<file path="src/rtl/pipe_skid_stage.sv">
// pipe_skid_stage: two-entry skid buffer (head + skid) between pipeline stages.
// Filters bubble beats by key, supports flush, and keeps saturating statistics.
//
// Ports:
//   clk, rst            clock and synchronous active-high reset
//   in_valid/in_ready   upstream handshake; in_ready comes from registered state
//   in_data             upstream payload, DATA_W bits
//   out_valid/out_ready downstream handshake on the head entry
//   out_data            head payload, zero when out_valid is low
//   flush               drops every held and incoming beat
//   level               occupancy 0..2
//   stall_cnt           cycles with out_valid=1 and out_ready=0
//   flush_cnt           cycles with flush=1
//   drop_cnt            beats discarded by flush or by the bubble filter
module pipe_skid_stage #(
    parameter int unsigned DATA_W = 192,
    parameter int unsigned KEY_W  = 32,
    parameter int unsigned CNT_W  = 32
) (
    input  logic              clk,
    input  logic              rst,
    input  logic              in_valid,
    output logic              in_ready,
    input  logic [DATA_W-1:0] in_data,
    output logic              out_valid,
    input  logic              out_ready,
    output logic [DATA_W-1:0] out_data,
    input  logic              flush,
    output logic [1:0]        level,
    output logic [CNT_W-1:0]  stall_cnt,
    output logic [CNT_W-1:0]  flush_cnt,
    output logic [CNT_W-1:0]  drop_cnt
);

    typedef enum logic [1:0] {
        EMPTY = 2'd0,
        ONE   = 2'd1,
        FULL  = 2'd2
    } state_t;

    state_t            state;
    state_t            state_nxt;
    logic [DATA_W-1:0] head;
    logic [DATA_W-1:0] skid;
    logic              accept;
    logic              consume;
    logic              bubble;
    logic              keep;
    logic [1:0]        drop_inc;

    // A zero key marks a bubble; with KEY_W=0 nothing is filtered.
    generate
        if (KEY_W > 0) begin : g_key
            assign bubble = (in_data[KEY_W-1:0] == '0);
        end else begin : g_nokey
            assign bubble = 1'b0;
        end
    endgenerate

    assign accept  = in_valid & in_ready;
    assign consume = out_valid & out_ready;
    assign keep    = accept & ~bubble & ~flush;

    // State register
    always_ff @(posedge clk) begin
        if (rst) begin
            state <= EMPTY;
        end else begin
            state <= state_nxt;
        end
    end

    // Next-state logic
    always_comb begin
        state_nxt = state;
        if (flush) begin
            state_nxt = EMPTY;
        end else begin
            case (state)
                EMPTY: if (keep) state_nxt = ONE;
                ONE: begin
                    if (keep && !consume) begin
                        state_nxt = FULL;
                    end else if (!keep && consume) begin
                        state_nxt = EMPTY;
                    end
                end
                FULL:    if (consume) state_nxt = ONE;
                default: state_nxt = EMPTY;
            endcase
        end
    end

    // Outputs depend only on registered state
    always_comb begin
        in_ready  = (state != FULL);
        out_valid = (state != EMPTY);
        out_data  = out_valid ? head : '0;
        level     = state;
    end

    // Payload storage; in FULL in_ready is low so no new beat can arrive
    always_ff @(posedge clk) begin
        if (rst) begin
            head <= '0;
            skid <= '0;
        end else if (!flush) begin
            case (state)
                EMPTY: if (keep) head <= in_data;
                ONE: begin
                    if (keep && consume) begin
                        head <= in_data;
                    end else if (keep) begin
                        skid <= in_data;
                    end
                end
                FULL:    if (consume) head <= skid;
                default: ;
            endcase
        end
    end

    // Flush drops what is held but not leaving this cycle, plus any accept
    always_comb begin
        if (flush) begin
            drop_inc = (level - {1'b0, consume}) + {1'b0, accept};
        end else begin
            drop_inc = {1'b0, accept & bubble};
        end
    end

    function automatic logic [CNT_W-1:0] sat_add(
        input logic [CNT_W-1:0] a,
        input logic [1:0]       b
    );
        logic [CNT_W:0] s;
        s = {1'b0, a} + (CNT_W+1)'(b);
        return s[CNT_W] ? '1 : s[CNT_W-1:0];
    endfunction

    always_ff @(posedge clk) begin
        if (rst) begin
            stall_cnt <= '0;
            flush_cnt <= '0;
            drop_cnt  <= '0;
        end else begin
            stall_cnt <= sat_add(stall_cnt, {1'b0, out_valid & ~out_ready});
            flush_cnt <= sat_add(flush_cnt, {1'b0, flush});
            drop_cnt  <= sat_add(drop_cnt, drop_inc);
        end
    end

endmodule

</file>
<file path="config.mk">
export PLATFORM = sky130hd
export DESIGN_NAME = pipe_skid_stage
export DESIGN_NICKNAME = d
export VERILOG_FILES = /design/src/rtl/pipe_skid_stage.sv
export SDC_FILE = /design/constraint.sdc
export NUM_CORES = 1
export LEC_CHECK = 0
export BUFFER_PORTS_ARGS = -buffer_cell sky130_fd_sc_hd__buf_2
export CAP_MARGIN = 20
export CORE_MARGIN = 8
export CORE_UTILIZATION = 50
export DETAILED_ROUTE_END_ITERATION = 8
export PLACE_DENSITY = 0.72
export SYNTH_ARGS = -nofsm -noshare
export SYNTH_HDL_FRONTEND = slang
export SYNTH_SLANG_ARGS = --single-unit
</file>
<file path="constraint.sdc">
create_clock -name clk -period 13.6 [get_ports clk]
set_clock_uncertainty 0.1 [all_clocks]
set_input_delay 4.08 -clock clk [delete_from_list [all_inputs] [get_ports clk]]
set_output_delay 4.08 -clock clk [all_outputs]
set_load 0.01 [all_outputs]
</file>
After elaboration in Yosys (flattened, before gate mapping)
Cells that the tools add are included.
{ "word_totals": {"register_bits": 482, "inputBits": 197, "out_inout_bits": 292, "elab_cells": 55} }
{ "classes": {"n_addsub": 5, "n_eq_ne": 7, "n_mux": 14, "bitwise_logic": 10, "reduce_logical": 13} }
{ "ops": {"columns": ["op", "n"], "rows": [
  ["two-way mux 192 bit", 4],
  ["one-hot mux 192 bit (3 select lines)", 1],
  ["two-way mux 32 bit", 3],
  ["adder 32 x 1 -> 33 bit", 2],
  ["adder 32 x 2 -> 33 bit", 1],
  ["zero test 32 bit", 1],
  ["two-way mux 2 bit", 5],
  ["!= test 2 bit (second input constant)", 4],
  ["AND 1 bit", 6],
  ["one-hot mux 2 bit (3 select lines)", 1],
  ["AND reduction 5 bit", 1],
  ["NOT 1 bit", 4],
  ["AND reduction 4 bit", 1],
  ["logical AND 1 bit", 3],
  ["!= test 3 bit (second input constant)", 1],
  ["AND reduction 3 bit", 1],
  ["nonzero test 3 bit", 1],
  ["adder 2 x 1 -> 2 bit", 1],
  ["== test 2 x 1 -> 1 bit (second input constant)", 1],
  ["== test 2 bit (second input constant)", 1],
  ["zero test 1 bit", 2],
  ["zero test 2 bit", 1],
  ["nonzero test 2 bit", 1],
  ["OR reduction 2 bit", 1],
  ["subtractor 2 x 1 -> 2 bit", 1]
]} }

Depth between registers and ports, before layout
Gate-level depths: netlist (run 1).
{ "logic_depth": {"ltp_word": 9, "ltp_mapped": 20, "ltp_nobuf": 17} }

Least setup slack after synthesis (run 1)
Ideal clock, no wire load.
{ "synth_timing": {"kind": "input to register", "startpoint": "input port in_data[17]", "endpoint": "register drop_cnt[10]", "setup_time_ps": 70, "arrival_time_ps": 7211, "t_required_ps": 13430, "slack_ps": 6219, "path_stages": 15, "path_buffers": 3, "path_cell_list": "nor4_1 -> nand2_1 -> nor4_2 -> clkbuf_1 -> a22o_1 -> ha_1 -> inv_1 -> fa_1 -> nand3b_1 -> nor3_2 -> and3_1 -> buf_2 -> nand2_1 -> clkbuf_1 -> a21oi_1"} }
{ "synth_via": {"elab_chain_len": 5} }
{ "synth_lines": {"columns": ["item", "line", "source"], "rows": [
  ["start, declared", "24", "input logic [DATA_W-1:0] in_data,"],
  ["zero test 32 bit", "54", "assign bubble = (in_data[KEY_W-1:0] == '0);"],
  ["AND 1 bit", "128", "drop_inc = {1'b0, accept & bubble};"],
  ["two-way mux 2 bit", "125", "if (flush) begin"],
  ["adder 32 x 2 -> 33 bit", "137", "s = {1'b0, a} + (CNT_W+1)'(b);"],
  ["two-way mux 32 bit", "138", "return s[CNT_W] ? '1 : s[CNT_W-1:0];"],
  ["end signal, assigned", "149", "drop_cnt <= sat_add(drop_cnt, drop_inc);"],
  ["end, declared", "32", "output logic [CNT_W-1:0] drop_cnt"]
]} }
No other way between the ends.
A chain may end at the register's enable or synchronous reset.

Final worst setup path (run 1)
{ "layout_timing": {"startpoint": "input port in_data[17]", "endpoint": "register head[17]"} }
{ "layout_via": {"elab_chain_len": 7, "elab_cells_between_ends": 11, "classes_between": "eq/ne: 2; mux: 3; bitwise: 3; reduce/logical: 3"} }
{ "layout_lines": {"columns": ["item", "line", "source"], "rows": [
  ["zero test 32 bit", "54", null],
  ["NOT 1 bit", "62", "assign keep = accept & ~bubble & ~flush;"],
  ["AND 1 bit (2 in series)", "62", null],
  ["logical AND 1 bit", "111", "if (keep && consume) begin"],
  ["!= test 2 bit (no line)", null, null],
  ["AND reduction 5 bit (no line)", null, null],
  ["end signal, assigned", "109", "EMPTY: if (keep) head <= in_data;"],
  ["end signal, assigned", "112", "head <= in_data;"],
  ["end signal, assigned", "117", "FULL: if (consume) head <= skid;"],
  ["end, declared", "43", "logic [DATA_W-1:0] head;"]
]} }
Several ways; a longest one is shown, not always the timed one. The select of a mux whose other input is x is not followed.

==> load_flow_metrics.sql, run 1 <==
INSERT INTO impl_metrics (metric_group, metric, value, unit) VALUES
('clock_network', 'cts-buffers-inserted', '51', ''),
('power_and_ir_drop', 'netSwitchingPower', '0.000741', 'W'),
('floorplanning', 'design.die.area', '0.0515', 'mm²'),
('clock_network', 'postCtsHoldBufs', '0', ''),
('placed_design', 'pre_cts_ws', '4.67', 'ns'),
('power_and_ir_drop', 'clock_share_of_power', '0.467', ''),
('floorplanning', 'floorplan.io_pins', '489', ''),
('global_route', 'grt_util_all_layers', '0.255', ''),
('synth', 'synth_edf_count', '0', ''),
('clock_network', 'number_of_buffers_inserted_by_post_cts_setup_repair', '0', ''),
('power_and_ir_drop', 'power.share.sequential', '0.460', ''),
('synth', 'ys_seq_area_frac', '0.433', ''),
('clock_network', 'cts_max_path_buffers', '3', ''),
('routing', 'route.final.wire_length', '69900', 'µm'),
('floorplanning', 'placement_rows', '77', ''),
('sta', 'drv_slew', '0', ''),
('global_route', 'largest_net_degree_at_the_start_of_global_routing', '253', ''),
('sta', 'slew-limit-headroom', '0.132', ''),
('critical_path', 'timing.critical_path.arrival', '9.03', 'ns'),
('synth', 'asyncSetResetFlopFracSynth', '0', ''),
('global_route', 'via_count_of_the_first_global_routing_pass', '19900', ''),
('finish', 'share_of_layout_cells_above_drive_strength_1', '0.189', ''),
('sta', 'rsz_0062_raised_after_global_routing', 'no', ''),
('global_route', 'antenna_found_initial', '19', ''),
('placed_design', 'placement.io_buffers', '488', ''),
('routing', 'drt_drc_violations_left', '0', ''),
('synth', 'ys.warnings.count', '0', ''),
('global_route', 'grt_overflow', '0', ''),
('sta', 'setup_ws', '4.95', 'ns'),
('critical_path', 'setup.worst_path.end_class', 'flip-flop', ''),
('global_route', 'grt_pass1_wl', '108000', 'µm'),
('floorplanning', 'initial_utilization', '0.505', ''),
('sta', 'setup_viol', '0', ''),
('synth', 'syn_area', '0.0223', 'mm²'),
('min_path', 'hp-class', 'flip-flop to flip-flop', ''),
('power_and_ir_drop', 'irDropWorstVdd', '0.0000919', 'V'),
('floorplanning', 'dieWidth', '227', 'µm'),
('finish', 'num-fill-cells', '3969', ''),
('synth', 'synthFlopType', 'dfxtp_1', ''),
('sta', 'totalNegativeSetupSlack', '0', 'ns'),
('synth', 'synthesized_netlist_cell_count', '2871', ''),
('run_status', 'status', 'completed', ''),
('routing', 'vias_per_cell', '5.48', ''),
('synth', 'register_bit_total_from_synthesis', '482', ''),
('routing', 'final_antenna_net_count', '0', ''),
('routing', 'wl_per_cell', '18.2', 'µm'),
('floorplanning', 'core', '0.0441', 'mm²'),
('finish', 'sequential_cell_area', '0.00965', 'mm²'),
('sta', 'timing.fmax', '116', 'MHz'),
('synth', 'post_synth_num_cell_types', '49', ''),
('clock_network', 'ctsHtreeMaxLevel', '2', ''),
('critical_path', 'cp.required', '13.98', 'ns'),
('routing', 'drt_first_iter_violations', '2117', ''),
('clock_network', 'clock_insertion_delay_worst_skew', '0.59', 'ns'),
('placed_design', 'hpwl', '45200', 'µm'),
('clock_network', 'cts_repair_resized_insts', '0', ''),
('clock_network', 'worst_setup_hold_path_clk_slew', '0.06', 'ns'),
('finish', 'mostFrequentLayoutCell', 'nand2_1', ''),
('finish', 'area_of_the_multi_input_gates', '0.0109', 'mm²'),
('power_and_ir_drop', 'power_density_of_the_placed_cells', '120', 'mW/mm²'),
('routing', 'router_iterations_before_antenna_repair', '7', ''),
('finish', 'design.final.nets', '3396', ''),
('finish', 'layout.cells.most_common_list', 'nand2_1, buf_2, dfxtp_1', ''),
('finish', 'final_core_density', '0.601', ''),
('routing', 'via_count', '21000', ''),
('finish', 'layout-area-overhead-vs-synth', '19.2', '%'),
('clock_network', 'clock_sinks', '482', ''),
('power_and_ir_drop', 'internal_power', '0.00245', 'W'),
('sta', 'worstMarginPinSlew', '1.30', 'ns'),
('sta', 'timing.final.crit_share', '0.636', ''),
('placed_design', 'gp_routability_congestion', '0.868', '');
[state kept, by name, indices dropped and copies added (netlist names)]
| name | count |
|---|---|
| head | 192 |
| skid | 192 |
| drop_cnt | 32 |
| flush_cnt | 32 |
| stall_cnt | 32 |
| level | 2 |
[power by group through the flow]
stage	Clock, W	Combinational [W]	Sequential (W)
6_report	0.00149	0.000233	0.00147
5_1_grt	0.00158	0.000258	0.00147
4_1_cts	0.00151	0.000230	0.00147
3_5_place_dp	0	0.000229	0.00150
3_3_place_gp	0	0.000223	0.00150
2_1_floorplan	0	0.000145	0.00150
[metrics by stage]
stage / hold WS [ns] / power [W] / cells
floorplan: 0.336 / 0.00164 / 2871
global placement: 0.340 / 0.00172 / 3726
detailed placement: 0.346 / 0.00173 / 3726
CTS: 0.353 / 0.00321 / 3818
global route: 0.365 / 0.00331 / 3830
finish: 0.351 / 0.00320 / 3833
[per-layer routing]
layer | up-vias | global-route usage | share of wire
li1 | 10200 | - | -
met1 | 9903 | 0.334 | 0.42
met2 | 750 | 0.410 | 0.47
met3 | 132 | 0.0517 | 0.073
met4 | 8 | 0.0995 | 0.035
met5 | - | 0 | 0.00089
[layout make-up]
class                      instances  area share
multi-input combinational       1945       0.410
sequential                       482       0.364
timing repair buffer             504      0.0996
clock buffer                      72      0.0579
inverter                         204      0.0289
tap                              592      0.0279
clock inverter                    20      0.0105
antenna                           14     0.00132
[cell usage after synthesis (all sizes together) (28+ instances only)]
library cell    n  share of area
dfxtp         482           0.43
nand2         615           0.10
inv           204          0.034
buf            73          0.018
mux2i         193          0.087
nor2          215          0.036
a21oi         470           0.11
a211oi        197          0.066
clkbuf        167          0.028
xor2           58          0.023
nand3          36         0.0087
nand4          28         0.0081
[worst max-delay path: stages]
cell      delay [ns]
buf_2           0.11
nor4_1          0.69
nand2_1         0.26
nor4_4          0.40
buf_12          0.64
nor3_1          0.19
ha_1            0.28
mux2i_1         0.28
o22ai_4         0.15
buf_4           0.47
buf_4           0.60
nand2_1         0.22
a21oi_1         0.06
a211oi_1        0.25
[path summary, 6_finish.rpt]
check | slack (ns) | startpoint | to | cells after the start
max | 4.95 | in_data[17] | head[17]$_SDFFE_PP0P_ | 14
min | 0.35 | skid[4]$_SDFFE_PP0P_ | skid[4]$_SDFFE_PP0P_ | 2
max reg2reg | 7.47 | level[1]$_SDFFE_PP0P_ | drop_cnt[15]$_SDFF_PP0_ | 17
min reg2reg | 0.35 | skid[4]$_SDFFE_PP0P_ | skid[4]$_SDFFE_PP0P_ | 2
[kinds of logic (layout without fill, tap and decap cells)]
kind of cell    after synthesis  count (layout)  share of synthesized area
other cells                   0              14                          0
fa+ha+maj                    11              11                    0.00652
mux                         193             193                     0.0868
buf+inv                     444             800                     0.0801
simple gates                976             976                      0.184
flops                       482             482                      0.433
compound gates              689             689                      0.180
xor+xnor                     76              76                     0.0299
Power figures use the tool's default switching activity.
==> run 2: changes to the inputs <==
Clock period 13.6 ns to 8.5 ns, I/O delays scaled along.
==> run 2 against run 1 <==
Compared with the run above:
- final area is 0.23% lower
- largest cell class unchanged
- total power is 56% higher
- worst setup slack worse by 2.8 ns
- via count is 0.91% higher
- routed wire length is 0.33% higher
- critical path type unchanged
==> load_flow_metrics.sql, run 2 (same netlist as run 1, synthesis figures left out) <==
INSERT INTO impl_metrics (metric_group, metric, value, unit) VALUES
('run_status', 'status', 'completed', ''),
('global_route', 'antenna_found_initial', '15', ''),
('sta', 'timing.final.crit_share', '0.750', ''),
('clock_network', 'clock_insertion_delay_worst_skew', '0.58', 'ns'),
('floorplanning', 'initial_utilization', '0.505', ''),
('clock_network', 'number_of_buffers_inserted_by_post_cts_setup_repair', '0', ''),
('clock_network', 'clock_sinks', '482', ''),
('sta', 'setup_viol', '0', ''),
('power_and_ir_drop', 'post-layout-total-power', '0.00498', 'W'),
('power_and_ir_drop', 'power_density_of_the_placed_cells', '188', 'mW/mm²'),
('finish', 'mostFrequentLayoutCell', 'nand2_1', ''),
('clock_network', 'ctsHtreeMaxLevel', '2', ''),
('power_and_ir_drop', 'power_switching_share', '0.238', ''),
('routing', 'final_antenna_net_count', '0', ''),
('global_route', 'grt_pass1_wl', '109000', 'µm'),
('sta', 'slew-limit-headroom', '0.164', ''),
('sta', 'drv_slew', '0', ''),
('clock_network', 'cts_max_path_buffers', '3', ''),
('clock_network', 'tritoncts', 'built', ''),
('min_path', 'hold_depth', '2', ''),
('sta', 'worstMarginPinSlew', '1.25', 'ns'),
('finish', 'share_of_layout_cells_above_drive_strength_1', '0.188', ''),
('job', 'max-cap-violations', '0', ''),
('sta', 'totalNegativeSetupSlack', '0', 'ns'),
('floorplanning', 'die_height', '227', 'µm'),
('clock_network', 'cts-buffers-inserted', '53', ''),
('critical_path', 'cp.required', '8.90', 'ns'),
('critical_path', 'worstReg2RegStart', 'level[1]$_SDFFE_PP0P_', ''),
('routing', 'router_iterations_before_antenna_repair', '6', ''),
('finish', 'layout-area-overhead-vs-synth', '18.9', '%'),
('sta', 'setup_ws', '2.12', 'ns'),
('floorplanning', 'placement_rows', '77', ''),
('sta', 'rsz_0062_raised_after_global_routing', 'no', ''),
('critical_path', 'setup.reg_to_reg.worst_slack', '3.34', 'ns'),
('power_and_ir_drop', 'power_frac_comb', '0.075', ''),
('critical_path', 'timing.critical_path.arrival', '6.77', 'ns'),
('sta', 'timing.fmax', '157', 'MHz'),
('clock_network', 'postCtsHoldBufs', '0', ''),
('critical_path', 'timing.critical_path.fanout_max', '26', ''),
('floorplanning', 'design.die.area', '0.0515', 'mm²'),
('power_and_ir_drop', 'netSwitchingPower', '0.00118', 'W'),
('global_route', 'grt_overflow', '0', ''),
('global_route', 'largest_net_degree_at_the_start_of_global_routing', '227', ''),
('power_and_ir_drop', 'power.share.sequential', '0.472', ''),
('clock_network', 'cts_root_buffer', 'clkbuf_16', ''),
('power_and_ir_drop', 'irDropWorstVdd', '0.000164', 'V'),
('routing', 'drt_first_iter_violations', '1967', ''),
('routing', 'drt_drc_violations_left', '0', ''),
('floorplanning', 'core', '0.0441', 'mm²'),
('global_route', 'via_count_of_the_first_global_routing_pass', '20000', ''),
('placed_design', 'placed_cells', '3730', ''),
('finish', 'layout.cells.non_filler', '3840', ''),
('placed_design', 'pre_cts_ws', '1.62', 'ns'),
('power_and_ir_drop', 'clock_share_of_power', '0.453', ''),
('routing', 'route.final.wire_length', '70100', 'µm'),
('critical_path', 'critPathKind', 'input pin to flip-flop', ''),
('critical_path', 'reg2reg_depth', '17', ''),
('min_path', 'worstHoldStart', 'skid[103]$_SDFFE_PP0P_', ''),
('finish', 'layout.cells.most_common_list', 'nand2_1, buf_2, dfxtp_1', ''),
('clock_network', 'cts_repair_resized_insts', '0', ''),
('min_path', 'whs_endpoint', 'skid[103]$_SDFFE_PP0P_', ''),
('routing', 'wl_per_cell', '18.3', 'µm'),
('critical_path', 'worst_r2r_dst', 'drop_cnt[22]$_SDFF_PP0_', ''),
('floorplanning', 'floorplan.io_pins', '489', ''),
('sta', 'tmin_final', '6.38', 'ns'),
('power_and_ir_drop', 'cellLeakagePower', '12.0', 'nW'),
('routing', 'via_count', '21200', ''),
('placed_design', 'hpwl', '45200', 'µm'),
('global_route', 'grt_util_all_layers', '0.256', ''),
('sta', 'final_hold_viol_count', '0', ''),
('floorplanning', 'dieWidth', '227', 'µm'),
('routing', 'vias_per_cell', '5.52', ''),
('power_and_ir_drop', 'internal_power', '0.00380', 'W'),
('finish', 'top_regs', 'head (192), skid (192)', ''),
('placed_design', 'gp_routability_congestion', '0.882', ''),
('placed_design', 'placement.io_buffers', '488', ''),
('min_path', 'hp-class', 'flip-flop to flip-flop', ''),
('clock_network', 'worst_setup_hold_path_clk_slew', '0.06', 'ns'),
('critical_path', 'worst_setup_path_start_kind', 'input pin', ''),
('finish', 'design.final.nets', '3402', ''),
('critical_path', 'setup.worst_path.end_class', 'flip-flop', '');
==> run 2: cell types whose count changed in the layout (fill, tap and decap cells not counted), moves of 2 or more <==
cell	before	now
clkinvlp_4	0	2
clkbuf_1	5	13
bufinv_16	7	2
buf_12	4	7
clkinv_2	12	9
==> run 2: cell type report <==
type	instances	area [µm²]
diodes	14	35.0
clock buffers	81	1580
clock inverters	14	129
fillers	4001	17600
inverters	204	766
multi-input cells	1945	10900
flip-flops and latches	482	9650
well taps	592	741
repair buffers	508	2690
==> run 2: routing by layer <==
| layer | global-route usage | vias to the layer above | wire length (µm) |
|---|---|---|---|
| li1 | - | 10300 | - |
| met1 | 0.336 | 10000 | 29400 |
| met2 | 0.408 | 802 | 33100 |
| met3 | 0.0460 | 150 | 5070 |
| met4 | 0.118 | 6 | 2550 |
| met5 | 0 | - | 40 |
==> run 2: worst max-delay path by stage <==
stage,startpoint,endpoint,slack (ns),depth (start not counted)
6_report,in_data[17],drop_cnt[22]$_SDFF_PP0_,2.12,13
5_1_grt,in_data[17],drop_cnt[1]$_SDFF_PP0_,1.92,13
4_1_cts,in_data[17],drop_cnt[22]$_SDFF_PP0_,2.23,13
3_5_place_dp,in_data[17],drop_cnt[22]$_SDFF_PP0_,1.62,13
3_3_place_gp,in_data[17],drop_cnt[1]$_SDFF_PP0_,1.69,13
2_1_floorplan,in_data[17],drop_cnt[10]$_SDFF_PP0_,2.65,15
==> run 2: worst max-delay path: stages <==
cell and delay (ns):
buf_2 0.11, nor4_1 0.65, nand2_1 0.24, nor4_4 0.50, a22o_1 0.21, ha_1 0.17
inv_1 0.05, fa_1 0.40, nand3b_1 0.24, nor3_2 0.42, and3_1 0.32, nand2_1 0.54
a21oi_1 0.34
==> run 2: power groups by stage <==
stage	Clock, W	Sequential [W]	Combinational, W
finish	0.00226	0.00235	0.000372
global route	0.00239	0.00236	0.000413
CTS	0.00229	0.00235	0.000370
detailed placement	0	0.00240	0.000367
global placement	0	0.00240	0.000357
floorplan	0	0.00240	0.000233
==> run 2: through the flow <==
| step | util | area (µm²) | hold WS [ns] |
|---|---|---|---|
| after floorplan | - | 22300 | 0.336 |
| after global placement | 0.560 | 24700 | 0.340 |
| after detailed placement | 0.560 | 24700 | 0.346 |
| after CTS | 0.599 | 26400 | 0.353 |
| after global routing | 0.600 | 26500 | 0.363 |
| final | 0.600 | 26500 | 0.351 |
